### src/rtl/i2s_tdm_rx_if.sv
// Sample stream between the serial-audio receiver and its consumer.
// The receiver drives data/channel/valid; the consumer drives ready.
interface i2s_tdm_rx_if #(
    parameter int DATA_RES = 24,
    parameter int CH_W     = 1
);
    logic [DATA_RES-1:0] o_data;
    logic [CH_W-1:0]     o_ch;
    logic                o_valid;
    logic                i_ready;

    modport master (
        output o_data,
        output o_ch,
        output o_valid,
        input  i_ready
    );

    modport slave (
        input  o_data,
        input  o_ch,
        input  o_valid,
        output i_ready
    );
endinterface

### src/rtl/i2s_tdm_rx.sv
// Serial-audio receiver (I2S stereo or TDM) running in the mclk domain.
// Bits are taken only on sclk-rise strobes. A frame edge is lrclk sampled
// high on one strobe and low on the next; that strobe is position 0.
// Each slot yields one DATA_RES-bit word on a depth-1 valid/ready register.
module i2s_tdm_rx #(
    parameter int DATA_RES  = 24,
    parameter int SLOT_BITS = 32,
    parameter int NUM_CH    = 2
) (
    input  logic         mclk,
    input  logic         reset,
    input  logic         i_sclk_rise,
    input  logic         i_lrclk,
    input  logic         i_sdata,
    input  logic         i_mode,
    input  logic         i_clr_err,
    i2s_tdm_rx_if.master rx,
    output logic         o_overrun,
    output logic         o_sync_err,
    output logic         o_locked
);
    localparam int CH_W  = $clog2(NUM_CH);
    localparam int BIT_W = $clog2(SLOT_BITS);
    localparam logic [CH_W-1:0]  LAST_SLOT = CH_W'(NUM_CH - 1);
    localparam logic [BIT_W-1:0] LAST_BIT  = BIT_W'(SLOT_BITS - 1);
    localparam logic [BIT_W:0]   RES_M1    = (BIT_W + 1)'(DATA_RES - 1);

    typedef enum logic [0:0] {
        ST_SEARCH = 1'b0,
        ST_RUN    = 1'b1
    } state_t;

    state_t              state_r;
    state_t              state_nxt_s;
    logic [CH_W-1:0]     slot_r;
    logic [BIT_W-1:0]    bit_r;
    logic                lr_prev_r;
    logic                d_r;
    logic [DATA_RES-1:0] shift_r;
    logic [DATA_RES-1:0] data_r;
    logic [CH_W-1:0]     ch_r;
    logic                valid_r;
    logic                overrun_r;
    logic                sync_err_r;
    logic                locked_r;

    logic                edge_s;
    logic                wrap_s;
    logic                act_s;
    logic                sync_set_s;
    logic [CH_W-1:0]     cur_slot_s;
    logic [BIT_W-1:0]    cur_bit_s;
    logic                d_eff_s;
    logic [BIT_W:0]      win_lo_s;
    logic [BIT_W:0]      bit_ext_s;
    logic                in_win_s;
    logic                first_s;
    logic                last_s;
    logic                hold_s;
    logic [DATA_RES-1:0] word_s;

    // A falling lrclk between consecutive strobes marks a frame edge.
    assign edge_s = lr_prev_r & ~i_lrclk;
    assign wrap_s = (slot_r == LAST_SLOT) && (bit_r == LAST_BIT);
    assign hold_s = valid_r & ~rx.i_ready;

    // State register for the lock FSM.
    always_ff @(posedge mclk) begin
        if (reset) begin
            state_r <= ST_SEARCH;
        end else begin
            state_r <= state_nxt_s;
        end
    end

    // Next state and position of the current strobe; act_s marks a strobe
    // that belongs to a frame (position cur_slot_s/cur_bit_s).
    always_comb begin
        state_nxt_s = state_r;
        act_s       = 1'b0;
        sync_set_s  = 1'b0;
        cur_slot_s  = '0;
        cur_bit_s   = '0;
        if (i_sclk_rise) begin
            case (state_r)
                ST_SEARCH: begin
                    if (edge_s) begin
                        state_nxt_s = ST_RUN;
                        act_s       = 1'b1;
                    end else begin
                        state_nxt_s = ST_SEARCH;
                    end
                end
                ST_RUN: begin
                    if (edge_s) begin
                        // Edge restarts the frame; anywhere but the wrap it is early.
                        act_s      = 1'b1;
                        sync_set_s = ~wrap_s;
                    end else if (wrap_s) begin
                        // Frame ended without an edge: lock is lost.
                        sync_set_s  = 1'b1;
                        state_nxt_s = ST_SEARCH;
                    end else begin
                        act_s = 1'b1;
                        if (bit_r == LAST_BIT) begin
                            cur_slot_s = slot_r + CH_W'(1);
                            cur_bit_s  = '0;
                        end else begin
                            cur_slot_s = slot_r;
                            cur_bit_s  = bit_r + BIT_W'(1);
                        end
                    end
                end
                default: begin
                    state_nxt_s = ST_SEARCH;
                end
            endcase
        end else begin
            state_nxt_s = state_r;
        end
    end

    // Capture window decode for the current strobe; a new edge applies its
    // own mode immediately so LJ capture can start on the edge strobe.
    always_comb begin
        d_eff_s   = edge_s ? ~i_mode : d_r;
        win_lo_s  = {{BIT_W{1'b0}}, d_eff_s};
        bit_ext_s = {1'b0, cur_bit_s};
        in_win_s  = act_s && (bit_ext_s >= win_lo_s) && (bit_ext_s <= (win_lo_s + RES_M1));
        first_s   = in_win_s && (bit_ext_s == win_lo_s);
        last_s    = in_win_s && (bit_ext_s == (win_lo_s + RES_M1));
        word_s    = {shift_r[DATA_RES-2:0], i_sdata};
    end

    // Frame position, lrclk history and per-frame delay latch.
    always_ff @(posedge mclk) begin
        if (reset) begin
            slot_r    <= '0;
            bit_r     <= '0;
            lr_prev_r <= 1'b1;
            d_r       <= 1'b1;
        end else if (i_sclk_rise) begin
            lr_prev_r <= i_lrclk;
            slot_r    <= cur_slot_s;
            bit_r     <= cur_bit_s;
            if (edge_s) begin
                d_r <= ~i_mode;
            end
        end
    end

    // Shift register; the first window bit starts a fresh word so any
    // partial word from an interrupted slot never leaks into the next one.
    always_ff @(posedge mclk) begin
        if (reset) begin
            shift_r <= '0;
        end else if (in_win_s) begin
            if (first_s) begin
                shift_r <= {{(DATA_RES-1){1'b0}}, i_sdata};
            end else begin
                shift_r <= word_s;
            end
        end else if (sync_set_s) begin
            shift_r <= '0;
        end
    end

    // Depth-1 output register: load on word completion unless a held word
    // is still waiting for the consumer.
    always_ff @(posedge mclk) begin
        if (reset) begin
            data_r  <= '0;
            ch_r    <= '0;
            valid_r <= 1'b0;
        end else if (last_s && !hold_s) begin
            data_r  <= word_s;
            ch_r    <= cur_slot_s;
            valid_r <= 1'b1;
        end else if (valid_r && rx.i_ready) begin
            valid_r <= 1'b0;
        end
    end

    // Sticky error flags (set wins over clear) and lock indication.
    always_ff @(posedge mclk) begin
        if (reset) begin
            overrun_r  <= 1'b0;
            sync_err_r <= 1'b0;
            locked_r   <= 1'b0;
        end else begin
            if (last_s && hold_s) begin
                overrun_r <= 1'b1;
            end else if (i_clr_err) begin
                overrun_r <= 1'b0;
            end
            if (sync_set_s) begin
                sync_err_r <= 1'b1;
            end else if (i_clr_err) begin
                sync_err_r <= 1'b0;
            end
            locked_r <= (state_nxt_s == ST_RUN);
        end
    end

    assign rx.o_data    = data_r;
    assign rx.o_ch      = ch_r;
    assign rx.o_valid   = valid_r;
    assign o_overrun    = overrun_r;
    assign o_sync_err   = sync_err_r;
    assign o_locked     = locked_r;
endmodule

### src/flat_wrapper.sv
// flat-port wrapper written by rule: the top's interface ports become plain ports
module i2s_tdm_rx_flat 
#(
    parameter int DATA_RES  = 24,
    parameter int SLOT_BITS = 32,
    parameter int NUM_CH    = 2
)
  (mclk, reset, i_sclk_rise, i_lrclk, i_sdata, i_mode, i_clr_err, o_overrun, o_sync_err, o_locked, rx_o_data, rx_o_ch, rx_o_valid, rx_i_ready);
  i2s_tdm_rx_if #(.DATA_RES(DATA_RES), .CH_W(1)) rx_i ();
  input  logic mclk;
  input  logic reset;
  input  logic i_sclk_rise;
  input  logic i_lrclk;
  input  logic i_sdata;
  input  logic i_mode;
  input  logic i_clr_err;
  output logic o_overrun;
  output logic o_sync_err;
  output logic o_locked;
  output wire logic [$bits(rx_i.o_data)-1:0] rx_o_data;
  output wire logic [$bits(rx_i.o_ch)-1:0] rx_o_ch;
  output wire logic [$bits(rx_i.o_valid)-1:0] rx_o_valid;
  input wire logic [$bits(rx_i.i_ready)-1:0] rx_i_ready;
  assign rx_o_data = rx_i.o_data;
  assign rx_o_ch = rx_i.o_ch;
  assign rx_o_valid = rx_i.o_valid;
  assign rx_i.i_ready = rx_i_ready;
  i2s_tdm_rx #(.DATA_RES(DATA_RES), .SLOT_BITS(SLOT_BITS), .NUM_CH(NUM_CH)) u_core (.mclk(mclk), .reset(reset), .i_sclk_rise(i_sclk_rise), .i_lrclk(i_lrclk), .i_sdata(i_sdata), .i_mode(i_mode), .i_clr_err(i_clr_err), .rx(rx_i), .o_overrun(o_overrun), .o_sync_err(o_sync_err), .o_locked(o_locked));
endmodule
### config.mk
export PLATFORM = sky130hd
export DESIGN_NAME = i2s_tdm_rx_flat
export DESIGN_NICKNAME = d
export VERILOG_FILES = /design/src/rtl/i2s_tdm_rx_if.sv /design/src/rtl/i2s_tdm_rx.sv /design/src/flat_wrapper.sv
export SDC_FILE = /design/constraint.sdc
export NUM_CORES = 1
export LEC_CHECK = 0
export CAP_MARGIN = 10
export CORE_UTILIZATION = 53
export DETAILED_ROUTE_END_ITERATION = 10
export GPL_TIMING_DRIVEN = 0
export PLACE_DENSITY = 0.79
export REMOVE_ABC_BUFFERS = 1
export SYNTH_ARGS = -nofsm -noshare
export SYNTH_HDL_FRONTEND = slang
export SYNTH_SLANG_ARGS = --single-unit
export TNS_END_PERCENT = 5
### constraint.sdc
create_clock -name mclk -period 3.95 [get_ports mclk]
set_clock_uncertainty 0.2 [all_clocks]
set_input_delay 0.5925 -clock mclk [delete_from_list [all_inputs] [get_ports mclk]]
set_output_delay 0.5925 -clock mclk [all_outputs]
set_load 0.02 [all_outputs]
Word level (Yosys, flattened, before mapping)

Index checks and enable logic that the tools add are counted.

Register bits: 60
Input bits: 8
Output and inout port bits: 29
Word-level logic and storage cells: 67

Add/subtract/negate cells: 3
Magnitude comparators: 2
Eq/ne operators: 3
Mux-type cells: 28
Bitwise operators: 7
Reductions and logical operators: 13

Operator list:

| cell                  | count |
|---|---|
| $mux W23              | 3 |
| $mux W5               | 5 |
| $mux W1               | 19 |
| $logic_and A1 B1 Y1   | 8 |
| $reduce_bool A2 Y1    | 4 |
| $add A1 B5 Y6 const B | 1 |
| $eq A5 B6 Y1          | 1 |
| $le A5 B6 Y1          | 1 |
| $add A5 B1 Y5 const B | 1 |
| $eq A5 B1 Y1          | 1 |
| $eq A5 B5 Y1 const B  | 1 |
| $ge A5 B1 Y1          | 1 |
| $not A1 Y1            | 5 |
| $and A1 B1 Y1         | 2 |
| $pmux W1 S2           | 1 |
| $add A1 B1 Y1 const B | 1 |
| $logic_not A1 Y1      | 1 |

Longest topological paths before layout

Gate-level depths: netlist (run 1).

Depth in word-level cells: 12
Mapped depth: 15
Mapped depth without buffers: 14

Least setup slack after synthesis (run 1)

Ideal clock, no wire load.

Path type: flip-flop to flip-flop
Start point: reg u_core.bit_r[0]
End point: reg u_core.shift_r[1]
Setup time: 0.059 ns
Arrival time: 3.027 ns
Required time: 3.691 ns
Setup slack: 0.665 ns
Stages on the path, launching flop included: 14
Buffers on the path: 1
Period minus slack after synthesis: 3.285 ns
Cell sequence: dfxtp_1 -> ha_1 -> and3_1 -> ha_1 -> ha_1 -> or4_1 -> nor2_1 -> ha_1 -> a21oi_1 -> a21oi_2 -> a21oi_2 -> and3b_4 -> buf_6 -> a22o_1

Cells in the longest elaborated chain, start to end: 12
Elaborated cells on any way between the ends: 26
Those cells by class: add/sub: 1; order compare: 2; eq/ne: 2; mux: 15; bitwise: 1; reduce/logical: 5

RTL lines:

| what                                           | RTL line                                               | RTL |
|---|---|---|
| from (decl)                                    | i2s_tdm_rx.sv:36                                       | `logic [BIT_W-1:0] bit_r;` |
| from (signal assigned)                         | i2s_tdm_rx.sv:145                                      | `bit_r <= cur_bit_s;` |
| $add A5 B1 Y5 or $eq A5 B5 Y1 (tied branches)  | i2s_tdm_rx.sv:110, i2s_tdm_rx.sv:64, i2s_tdm_rx.sv:105 |  |
| $mux W5 or $logic_and A1 B1 Y1 (tied branches) | i2s_tdm_rx.sv:105, i2s_tdm_rx.sv:64                    |  |
| $mux W5 *                                      | i2s_tdm_rx.sv:99                                       | `end else if (wrap_s) begin` |
| $mux W5 *                                      | i2s_tdm_rx.sv:95                                       | `if (edge_s) begin` |
| $mux W5 *                                      | i2s_tdm_rx.sv:85                                       | `case (state_r)` |
| $mux W5 *                                      | i2s_tdm_rx.sv:84                                       | `if (i_sclk_rise) begin` |
| via u_core.cur_bit_s[3]                        | i2s_tdm_rx.sv:52                                       | `logic [BIT_W-1:0] cur_bit_s;` |
| $ge A5 B1 Y1                                   | i2s_tdm_rx.sv:129                                      | `in_win_s = act_s && (bit_ext_s >= win_lo_s) && (bit_ext_s <= (win_lo_s + RES_M1));` |
| $logic_and A1 B1 Y1 (2 in a row)               | i2s_tdm_rx.sv:129                                      |  |
| $logic_and A1 B1 Y1                            | i2s_tdm_rx.sv:130                                      | `first_s = in_win_s && (bit_ext_s == win_lo_s);` |
| $mux W23                                       | i2s_tdm_rx.sv:158                                      | `if (first_s) begin` |
| $mux W23                                       | i2s_tdm_rx.sv:157                                      | `end else if (in_win_s) begin` |
| to (signal assigned)                           | i2s_tdm_rx.sv:159                                      | `shift_r <= {{(DATA_RES-1){1'b0}}, i_sdata};` |
| to (signal assigned)                           | i2s_tdm_rx.sv:161                                      | `shift_r <= word_s;` |
| to (decl)                                      | i2s_tdm_rx.sv:39                                       | `logic [DATA_RES-1:0] shift_r;` |

The timed path passes the listed nets; every way through them passes the cells marked *.
A chain may end at the register's enable or synchronous reset.

Final worst setup path (run 1)

Start point: reg u_core.bit_r[0]
End point: reg u_core.shift_r[15]

Same word-level chain as after synthesis.

==> flow_summary.json, run 1 <==
{
  "r2r_slack_ns": 0.19,
  "die-area_um2": 4770,
  "p_per_area_nw_per_um2": 436,
  "vias_per_cell": 5.47,
  "startpoint_type": "register",
  "cts_buffers": 9,
  "placed_area_um2": 2700,
  "slowest_stage": "or4_1",
  "gp_congestion": 0.805,
  "crit_path_frequent_cell": "ha_1",
  "wirelength_um": 4760,
  "row_count": 24,
  "worstPathArrival_ns": 3.84,
  "grtUsageTotal": 0.215,
  "ioPinCount": 37,
  "synth_edf_count": 0,
  "synth_area_leaders": "dfxtp_1 (50%), nand2_1 (9.6%), a22o_1 (8.1%)",
  "crit_chain": "ha_1, and3_1, ha_1, ha_1, or4_1, nor2_1, ha_1, o211ai_1, a21oi_2, a21oi_2, and3b_4, a22o_1",
  "cp_max_fo": 22,
  "async_flop_share": 0,
  "power.total_uw": 1290,
  "grt_pass1_wl_um": 7940,
  "rsz0062_at_grt": "no",
  "nets": 308,
  "cts_hold_buf": 0,
  "yosys_warnings": 0,
  "synth_top_area_share": 0.504,
  "drtIter0Drc": 114,
  "status": "finished clean",
  "synth_common_cells": "nand2_1 (61), dfxtp_1 (60), a21oi_1 (34), a22o_1 (22)",
  "vias": 1898,
  "leakagePower_uw": 0.00110,
  "syn_inst": 256,
  "insertion_delay_ns": 0.34,
  "yosys.cell_types.count": 38,
  "hpwl_um": 2900,
  "antenna_found_initial": 0,
  "htree_levels": 3,
  "synthesis.area_um2": 2380,
  "final-hold-violation-count": 0,
  "die_height_um": 69.1,
  "grt_pass1_vias": 1720,
  "grt_max_degree": 42,
  "cts_root_buffer": "clkbuf_8",
  "crit_required_ns": 4.03,
  "final_area_um2": 2960,
  "firstDrtPassIters": 4,
  "critPathKind": "reg -> reg",
  "avgRoutedWirePerCell_um": 13.7,
  "avgSynthCellArea_um2": 9.32,
  "endpoint_kind": "register",
  "overflow": 0,
  "drcViolationCount": 0,
  "layout-drive-gt1-share": 0.0915,
  "seq_area_frac_synth": 0.504,
  "hp-class": "reg -> reg",
  "area_growth_pct": 24.2,
  "core_area_um2": 4350,
  "timing.setup.tns_ns": 0,
  "cts_tree": "done",
  "clk_pin_slew_worst_paths_ns": 0.07,
  "start_util": 0.548,
  "io_buffers": 36,
  "fmax_ghz": 0.266,
  "slew_violations": 0,
  "ys_seq_elements": 60,
  "yosys.area.top_type": "dfxtp_1",
  "ant_nets": 0,
  "min_period_ns": 3.76,
  "finalSetupViolCount": 0,
  "timing.max_cap.violations": 0,
  "tightest_slew_ns": 0.799,
  "ys.flop_type": "dfxtp_1",
  "cpPeakStageDelay_ns": 0.57,
  "ir_drop_mv": 0.239,
  "die_w_um": 69.1,
  "antenna_cells": 0,
  "fin_crit_sh": 0.952,
  "synth_most_common_cell": "nand2_1",
  "cts.sinks": 60,
  "clock_path_buffers": 2,
  "relSlewSlack": 0.467
}
layout by cell type, fill, tap and decap left out, drive strengths merged, types with 3 or more instances in the layout:
cell           instances
nand2b                 3
nor2b                  4
nor2                  10
clkdlybuf4s50         35
dfxtp                 60
ha                    10
clkbuf                10
a21oi                 36
a22o                  22
inv                    6
nand2                 62
critical path, delay by kind of cell (launching register included):
kind,cells,cell delay (ns)
AOI/OAI and AO/OA,4,0.72
DFF,1,0.35
adders and majority gates,4,0.95
and+or+nand+nor,4,1.47
cells by family (layout without fill, tap and decap cells):
| logic type | after synthesis | in the layout | synth area share |
|---|---|---|---|
| compound gates | 68 | 69 | 0.196 |
| simple gates | 95 | 95 | 0.182 |
| mux | 1 | 1 | 0.00420 |
| buf+inv | 19 | 57 | 0.0509 |
| xor+xnor | 3 | 3 | 0.0110 |
| flops | 60 | 60 | 0.504 |
| fa+ha+maj | 10 | 10 | 0.0525 |
layout make-up:
class | instances | area (um^2)
Clock inverter | 6 | 86.3
Sequential cell | 60 | 1200
Timing Repair Buffer | 36 | 355
Tap cell | 52 | 65.1
Multi-Input combinational cell | 178 | 1100
Fill cell | 359 | 1390
Clock buffer | 10 | 138
Inverter | 5 | 18.8
final timing paths:
check | cells after the start | endpoint | startpoint
setup / recovery | 12 | u_core.shift_r[15]$_SDFFE_PP0P_ | u_core.bit_r[0]$_SDFFE_PP0P_
hold / removal | 2 | u_core.rx.o_data[4]$_SDFFE_PP0P_ | u_core.rx.o_data[4]$_SDFFE_PP0P_
setup reg to reg | 12 | u_core.shift_r[15]$_SDFFE_PP0P_ | u_core.bit_r[0]$_SDFFE_PP0P_
hold reg to reg | 2 | u_core.rx.o_data[4]$_SDFFE_PP0P_ | u_core.rx.o_data[4]$_SDFFE_PP0P_
routing by layer:
layer	track usage	vias to the layer above	wire length [um]
li1	-	959	-
met1	0.263	885	2180
met2	0.338	45	2240
met3	0.0833	9	251
met4	0.0884	0	83
met5	0	-	0
state kept, by name, indices dropped and copies added, names as in the netlist:
signal             cells
u_core.o_sync_err      1
u_core.rx.o_ch         1
u_core.rx.o_valid      1
u_core.lr_prev_r       1
u_core.d_r             1
u_core.o_locked        1
u_core.rx.o_data      24
u_core.shift_r        23
u_core.o_overrun       1
u_core.slot_r          1
u_core.bit_r           5
stage by stage:
stage / hold slack (ns) / setup slack [ns] / cells / util
final: 0.249 / 0.190 / 347 / 0.680
after global routing: 0.266 / 0.0397 / 347 / 0.680
after CTS: 0.252 / 0.0337 / 346 / 0.672
after detailed placement: 0.242 / -0.245 / 330 / 0.621
after global placement: 0.238 / -0.267 / 330 / 0.622
after floorplan: 0.230 / 0.521 / 242 / -
power breakdown:
group	total (uW)	internal (uW)	switching (uW)	leakage, uW
clock network	616	372	244	0.000113
logic	64.8	24.5	40.3	0.000503
registers	611	608	2.67	0.000484
total	1290	1000	287	0.00110
what timing repair did:
item / 4_1_cts / 5_1_grt
cloned: 0 / 1
endpoints found under the setup margin: 24 / 47
gates resized for setup: 1 / 5
pin swaps: 0 / 1
buffers inserted: 0 / 0
No activity file was read; power rests on OpenSTA's default activity.
==> run 2, diff against run 1 <==
--- a/config.mk
+++ b/config.mk
@@ -7,6 +7,7 @@
 export LEC_CHECK = 0
 export CAP_MARGIN = 10
 export CORE_UTILIZATION = 53
+export CTS_CLUSTER_SIZE = 24
 export DETAILED_ROUTE_END_ITERATION = 10
 export GPL_TIMING_DRIVEN = 0
 export PLACE_DENSITY = 0.79
==> results of run 2 <==
Same layout as run 1: the final DEF is identical, and so are final timing and power.
